==> src/rtl/smm_operand_packer_if.sv <==
// Element-stream input and packed 2x2 operand output bundle for smm_operand_packer.
interface smm_operand_packer_if #(
    parameter int DATAWIDTH = 32,
    parameter int BUSWIDTH  = DATAWIDTH*4
);
    logic [DATAWIDTH-1:0] s_data;
    logic                 s_valid;
    logic                 s_ready;
    logic                 s_last;
    logic                 sel_in;
    logic [BUSWIDTH-1:0]  A;
    logic [BUSWIDTH-1:0]  B;
    logic                 sel;
    logic                 load;
    logic                 busy;
    logic                 err;

    modport master (
        output s_data, s_valid, s_last, sel_in,
        input  s_ready, A, B, sel, load, busy, err
    );

    modport slave (
        input  s_data, s_valid, s_last, sel_in,
        output s_ready, A, B, sel, load, busy, err
    );
endinterface

==> src/rtl/smm_operand_packer.sv <==
// Collects a 2x2 (or 2x2 + 2x1 column) operand stream, issues one load pulse, then cools down.
// Optional framing check on s_last enabled by defining SMM_PACK_FRAME_CHECK_EN.
module smm_operand_packer #(
    parameter int DATAWIDTH = 32,
    parameter int BUSWIDTH  = DATAWIDTH*4,
    parameter int LATENCY   = 4
) (
    input logic clk,
    input logic rst,
    smm_operand_packer_if.slave bus
);
    typedef enum logic [1:0] {COLLECT, ISSUE, WAIT} state_t;

    state_t                    state, state_nxt;
    logic [2:0]                cnt;
    logic [7:0]                wcnt;
    logic                      mode_q, mode_cur;
    logic                      accept, final_beat;
    logic [3:0][DATAWIDTH-1:0] stg_a, stg_b, a_nxt, b_nxt;

    assign bus.s_ready = (state == COLLECT);
    assign bus.load    = (state == ISSUE);
    assign bus.busy    = (state != COLLECT);

    assign accept     = bus.s_valid && bus.s_ready;
    // Mode is taken live from sel_in only on the first beat, then latched.
    assign mode_cur   = (cnt == 3'd0) ? bus.sel_in : mode_q;
    assign final_beat = mode_cur ? (cnt == 3'd5) : (cnt == 3'd7);

    always_comb begin
        a_nxt = stg_a;
        b_nxt = stg_b;
        if (accept) begin
            if (!cnt[2])
                a_nxt[cnt[1:0]] = bus.s_data;
            else if (mode_cur)
                b_nxt[{cnt[0], 1'b0}] = bus.s_data;
            else
                b_nxt[cnt[1:0]] = bus.s_data;
        end
        // Column mode: B01/B11 lanes carry no data, so stale staging is masked off.
        if (mode_cur) begin
            b_nxt[1] = '0;
            b_nxt[3] = '0;
        end
    end

    always_ff @(posedge clk) begin
        if (!rst) state <= COLLECT;
        else      state <= state_nxt;
    end

    always_comb begin
        state_nxt = state;
        unique case (state)
            COLLECT: if (accept && final_beat) state_nxt = ISSUE;
            ISSUE:   state_nxt = WAIT;
            WAIT:    if (wcnt == 8'(LATENCY-1)) state_nxt = COLLECT;
            default: state_nxt = COLLECT;
        endcase
    end

    always_ff @(posedge clk) begin
        if (!rst) begin
            cnt     <= '0;
            wcnt    <= '0;
            mode_q  <= 1'b0;
            stg_a   <= '0;
            stg_b   <= '0;
            bus.A   <= '0;
            bus.B   <= '0;
            bus.sel <= 1'b0;
        end else begin
            if (accept) begin
                stg_a <= a_nxt;
                stg_b <= b_nxt;
                if (cnt == 3'd0) mode_q <= bus.sel_in;
                if (final_beat) begin
                    cnt     <= '0;
                    bus.A   <= BUSWIDTH'(a_nxt);
                    bus.B   <= BUSWIDTH'(b_nxt);
                    bus.sel <= mode_cur;
                end else begin
                    cnt <= cnt + 3'd1;
                end
            end
            wcnt <= (state == WAIT) ? wcnt + 8'd1 : 8'd0;
        end
    end

`ifdef SMM_PACK_FRAME_CHECK_EN
    logic err_q;
    always_ff @(posedge clk) begin
        if (!rst)
            err_q <= 1'b0;
        else if (accept && (bus.s_last != final_beat))
            err_q <= 1'b1;
    end
    assign bus.err = err_q;
`else
    logic unused_last;
    assign unused_last = bus.s_last;
    assign bus.err     = 1'b0;
`endif
endmodule

==> src/flat_wrapper.sv <==
// flat-port wrapper written by rule: the top's interface ports become plain ports
module smm_operand_packer_flat 
#(
    parameter int DATAWIDTH = 32,
    parameter int BUSWIDTH  = DATAWIDTH*4,
    parameter int LATENCY   = 4
)
  (clk, rst, bus_s_data, bus_s_valid, bus_s_last, bus_sel_in, bus_s_ready, bus_A, bus_B, bus_sel, bus_load, bus_busy, bus_err);
  smm_operand_packer_if #(.DATAWIDTH(DATAWIDTH), .BUSWIDTH(BUSWIDTH)) bus_i ();
  input logic clk;
  input logic rst;
  input wire logic [$bits(bus_i.s_data)-1:0] bus_s_data;
  input wire logic [$bits(bus_i.s_valid)-1:0] bus_s_valid;
  input wire logic [$bits(bus_i.s_last)-1:0] bus_s_last;
  input wire logic [$bits(bus_i.sel_in)-1:0] bus_sel_in;
  output wire logic [$bits(bus_i.s_ready)-1:0] bus_s_ready;
  output wire logic [$bits(bus_i.A)-1:0] bus_A;
  output wire logic [$bits(bus_i.B)-1:0] bus_B;
  output wire logic [$bits(bus_i.sel)-1:0] bus_sel;
  output wire logic [$bits(bus_i.load)-1:0] bus_load;
  output wire logic [$bits(bus_i.busy)-1:0] bus_busy;
  output wire logic [$bits(bus_i.err)-1:0] bus_err;
  assign bus_i.s_data = bus_s_data;
  assign bus_i.s_valid = bus_s_valid;
  assign bus_i.s_last = bus_s_last;
  assign bus_i.sel_in = bus_sel_in;
  assign bus_s_ready = bus_i.s_ready;
  assign bus_A = bus_i.A;
  assign bus_B = bus_i.B;
  assign bus_sel = bus_i.sel;
  assign bus_load = bus_i.load;
  assign bus_busy = bus_i.busy;
  assign bus_err = bus_i.err;
  smm_operand_packer #(.DATAWIDTH(DATAWIDTH), .BUSWIDTH(BUSWIDTH), .LATENCY(LATENCY)) u_core (.clk(clk), .rst(rst), .bus(bus_i));
endmodule
==> config.mk <==
export PLATFORM = sky130hd
export DESIGN_NAME = smm_operand_packer_flat
export DESIGN_NICKNAME = d
export VERILOG_FILES = /design/src/rtl/smm_operand_packer_if.sv /design/src/rtl/smm_operand_packer.sv /design/src/flat_wrapper.sv
export SDC_FILE = /design/constraint.sdc
export NUM_CORES = 1
export LEC_CHECK = 0
export ABC_AREA = 1
export CAP_MARGIN = 5
export CORE_ASPECT_RATIO = 1.2
export CORE_MARGIN = 2
export CORE_UTILIZATION = 23
export CTS_CLUSTER_SIZE = 24
export DETAILED_ROUTE_END_ITERATION = 10
export PLACE_DENSITY = 0.39
export SETUP_SLACK_MARGIN = 0.5
export SLEW_MARGIN = 20
export SYNTH_ARGS = -nofsm -noshare
export SYNTH_HDL_FRONTEND = slang
export SYNTH_SLANG_ARGS = --single-unit
==> constraint.sdc <==
create_clock -name clk -period 5.8 [get_ports clk]
set_clock_uncertainty 0.2 [all_clocks]
set_input_delay 0.87 -clock clk [delete_from_list [all_inputs] [get_ports clk]]
set_output_delay 0.87 -clock clk [all_outputs]
set_load 0.01 [all_outputs]
# Word-level counts from Yosys, hierarchy flattened
# Cells that the tools add are included.
[classes]
addsub = 2
n_lt_le_gt_ge = 4
mux = 18
reduce_logical = 10
n_eq_ne = 7
[ops]
columns = ["op", "n"]
rows = [
  ["$bwmux 128", 3],
  ["$mux 128", 3],
  ["$mux 32", 4],
  ["$demux 32 s2", 1],
  ["$demux 32 s1", 1],
  ["$add 8x1->8 const B", 1],
  ["$eq 8x2->1 const B", 1],
  ["$eq 3x3->1 const B", 2],
  ["$lt 2x3->1 const B", 2],
  ["$pmux 2 s3", 1],
  ["$reduce_and 2->1", 3],
  ["$ge 2x1->1 const B", 2],
  ["$logic_and 1x1->1", 4],
  ["$mux 2", 2],
  ["$add 3x1->3 const B", 1],
  ["$logic_not 3->1", 1],
  ["$mux 3", 1],
  ["$eq 2x1->1 const B", 1],
  ["$eq 2x2->1 const B", 1],
  ["$logic_not 2->1", 1],
  ["$mux 1", 2],
  ["$ne 2x1->1 const B", 1],
  ["$ne 2x2->1 const B", 1],
  ["$reduce_bool 2->1", 1],
]
[totals]
wordCells = 56
in_bits = 37
register_bits = 527

# Longest topological paths before layout
[depth]
ltp_word = 8
mapped_depth = 14

# Worst setup path before layout
# Ideal clock, no wire load.
[synth_path]
path_kind = "reg2reg"
startpoint = "reg u_core.cnt[0]"
endpoint = "reg u_core.bus.B[104]"
setup_time_ps = 113
arrival_ps = 2067
path_stages_with_launch = 14
path_buffers = 3
required_ps = 5487
slack_ps = 3420
path_cell_list = "dfxtp_1 -> clkbuf_1 -> inv_1 -> ha_1 -> nand2_1 -> nand2_1 -> nand3_1 -> nand3_1 -> nor2_1 -> buf_2 -> buf_4 -> nand3_1 -> nand2_1 -> nor2_1"
[synth_between]
elab_chain_cells = 8
elab_cells_between_ends = 15
cone_classes = "order compare (2); eq/ne (2); mux (8); reduce/logical (3)"
[synth_lines]
columns = ["item", "line_no", "text"]
rows = [
  ["start: declaration", "smm_operand_packer.sv:15", "logic [2:0] cnt;"],
  ["start signal: assignment", "smm_operand_packer.sv:84", "cnt <= cnt + 3'd1;"],
  ["$lt 2x3->1 (implied by the code) or $ge 2x1->1 (tied branches)", "smm_operand_packer.sv:39", "b_nxt[cnt[1:0]] = bus.s_data;"],
  ["$logic_and 1x1->1 (implied by the code)", "smm_operand_packer.sv:39", ""],
  ["$mux 32 (implied by the code)", "smm_operand_packer.sv:39", ""],
  ["$demux 32 s2", "--", ""],
  ["$bwmux 128", "smm_operand_packer.sv:39", ""],
  ["$mux 128", "smm_operand_packer.sv:36", "else if (mode_cur)"],
  ["$mux 128", "smm_operand_packer.sv:34", "if (!cnt[2])"],
  ["$mux 32", "smm_operand_packer.sv:42", "if (mode_cur) begin"],
  ["end signal: assignment", "smm_operand_packer.sv:81", "bus.B <= BUSWIDTH'(b_nxt);"],
  ["end: declaration", "smm_operand_packer_if.sv:25", "output s_ready, A, B, sel, load, busy, err"],
]
# Several ways; a longest one is shown, not always the timed one.
# A chain may end at the register's enable or synchronous reset.

# Worst setup path in the final report
[layout_path]
startpoint = "reg u_core.cnt[1]"
endpoint = "reg u_core.bus.B[9]"
[layout_between]
elab_chain_cells = 7
elab_cells_between_ends = 14
cone_classes = "order compare (2); eq/ne (2); mux (7); reduce/logical (3)"
[layout_lines]
columns = ["item", "line_no"]
rows = [
  ["$lt 2x3->1 (implied by the code) or $ge 2x1->1 (tied branches)", "smm_operand_packer.sv:39"],
  ["$logic_and 1x1->1 (implied by the code)", "smm_operand_packer.sv:39"],
  ["$mux 32 (implied by the code)", "smm_operand_packer.sv:39"],
  ["$demux 32 s2", "--"],
  ["$bwmux 128", "smm_operand_packer.sv:39"],
  ["$mux 128", "smm_operand_packer.sv:36"],
  ["$mux 128", "smm_operand_packer.sv:34"],
]
# Several ways; a longest one is shown, not always the timed one.

==> results.tsv <==
metric	value	unit
hold slack	0.249	ns
R2R cell count	13	
Slew Limit Fails	0	
Max transition margin	0.198	
die area	102000	um^2
synth top area cells	dfxtp_1 (46%), nor2_1 (12%), nand2_1 (10%)	
Synth Warn #	0	
Via density	4.47	
critical path's slowest cell	buf_4	
Post-Synth Simple-Gate Area	0.249	
number of synthesized register bits	527	
Multi-input gate area	10500	um^2
largest net degree at the start of global routing	182	
setup slack after layout	2.13	ns
die height	350	um
Fin. Hold Viols	0	
Final period util	0.633	
drt initial violations	1427	
Hold Crit Depth	1	
Synth Area in Compound Gates	0.204	
maximum VDD drop	172	uV
CP endpoint kind	flip-flop	
Worst Tran Pin Value	1.20	ns
all-layer global routing usage	0.171	
Final Critical Period	3.67	ns
Crit Path Max Fanout	78	
final WL	89200	um
Worst Hold Class	flip-flop to flip-flop	
Post-Synthesis Net Count	3295	
Setup CP Type	flip-flop to flip-flop	
setup TNS	0	ns
register area	10600	um^2
Critical Path RT	6.10	ns
largest family of logic cells by synthesized area	simple AND/OR/NAND/NOR gates	
initial antenna violation count	8	
Post-synth top cells	nor2_1 (744), nand2_1 (640), dfxtp_1 (527), o21ai_0 (356), inv_1 (219)	
DRC	0	
core box area	98700	um^2
I/O pin count	298	
number of synthesized flops with an enable pin	0	
clk sinks	527	
Pleak	12.2	nW
crit start category	flip-flop	
sequential-to-total area share from yosys stat	0.460	
Cells after Synth	3253	
post-CTS setup buffer count	0	
first-pass detailed-route iteration total	6	
RSZ-0062 raised after global routing	false	
delay-heaviest family, CP	buffers and inverters	
Final HPWL DP	53700	um
critical path depth	13	
WP data arrival	3.97	ns
status	completed	
PwrDens	305	nW/um^2
# hold bufs at CTS	0	
Fillers	10768	
GPL Wtd Cong	0.705	
mux contribution to synthesized area	0	
DP Worst Slack	2.01	ns
CTS H-Tree Depth	3	
WL/cell	18.9	um
Clock Path Buffers	3	
dominant synthesized flop cell	dfxtp_1	
Core Rows	126	
latest clock arrival within the worst-skew pair	0.61	ns
Root Driver	clkbuf_16	
critical path cell sequence	inv_1 > ha_1 > nand2_2 > buf_4 > nand2_1 > nand2_2 > buf_4 > nor2_1 > nor2_1 > nand3_4 > buf_12 > nor2_1 > nor2_1	
vias in the first global route	19652	
Crit path top cell by count	nor2_1	
die width	292	um
area grow syn2layout	26.7	%
Clock transition at path regs	0.06	ns
Syn Area/Cell	7.05	um^2
Routed Antenna Nets	0	
gr ovfl total	0	
top-count cell post-synth	nor2_1	
post-synthesis xor/xnor area fraction	0.000764	
Vias	21165	
Worst Path Buf+Inv	4	
post-synth design cell area	22900	um^2
Post-Synth Adder-Cell Area	0.00273	
Final setup viols	0	
max-cap violations	0	
CTS tree	done	
cts repair resizes	0	
TritonCTS Buffers	66	
Initial Util	0.232	
layout cells sized above 1	0.0487	
I/O Buffers	295	
CP peak stage delay	0.58	ns
cell taking the most area after synthesis	dfxtp_1	
first-pass GRT wire length	131000	um
Synth cell types	31	
top-area cell type share of the netlist area	0.460	
max frequency	273	MHz
post-layout net count	3443	
Async SR Flop Fraction	0	
cell type report:
type,instances,area share
tap,1280,0.0551
multi-input combinational,2248,0.362
antenna,2,0.000172
inverter,224,0.0291
clock buffer,101,0.0680
timing repair buffer,334,0.115
clock inverter,18,0.00715
sequential,527,0.363
where the power goes:
part	switching (mW)	internal [mW]	total [mW]
clock	1.74	2.49	4.23
combinational	0.594	0.251	0.845
sequential	0.0549	3.74	3.80
total	2.39	6.49	8.87
metal layers:
metal	vias up	wire (um)	GRT usage	share of wire
met5	-	50	0	0.00056
met2	463	39800	0.273	0.45
met1	9731	41800	0.228	0.47
met4	8	2790	0.0603	0.031
met3	104	4770	0.0342	0.053
li1	10859	-	-	-
flip-flops by register name (all words and copies together), names as in the netlist, 2 cells and up:
signal        flops
u_core.bus.A    128
u_core.stg_a    128
u_core.bus.B    128
u_core.wcnt       8
u_core.stg_b    128
u_core.state      2
u_core.cnt        3
final timing paths:
check,end,start,slack [ns]
worst min register to register,u_core.wcnt[0]$_SDFF_PN0_,u_core.wcnt[0]$_SDFF_PN0_,0.25
worst max-delay path,u_core.bus.B[9]$_SDFFE_PN0P_,u_core.cnt[1]$_SDFFE_PN0N_,2.13
worst max register to register,u_core.bus.B[9]$_SDFFE_PN0P_,u_core.cnt[1]$_SDFFE_PN0N_,2.13
worst min-delay path,u_core.wcnt[0]$_SDFF_PN0_,u_core.wcnt[0]$_SDFF_PN0_,0.25
cells by family after synthesis:
family                   count (synthesis)
buffers and inverters                  478
flip-flops                             527
AND/OR/NAND/NOR                       1476
AO/OA/AOI/OAI                          764
adder cells (fa/ha/maj)                  5
other                                    1
XOR/XNOR                                 2
metrics by stage:
step	power [mW]	instance area, um^2	cells	utilization
after floorplan	4.43	22900	3253	-
after global placement	4.72	26900	4613	0.272
after detailed placement	4.73	26900	4613	0.272
after CTS	9.06	29100	4732	0.294
after global routing	9.30	29100	4732	0.294
final	8.87	29100	4734	0.294
cell usage in the layout, fill, tap and decap left out, drive strengths merged, types with 5 or more instances in the layout:
cell,n
a211oi,44
a21oi,121
buf,40
clkbuf,101
clkdlybuf4s50,294
clkinv,10
dfxtp,527
ha,5
inv,227
nand2,641
nand3,77
nor2,751
o211a,93
o211ai,110
o21ai,392
No activity file was read; power rests on OpenSTA's default activity.
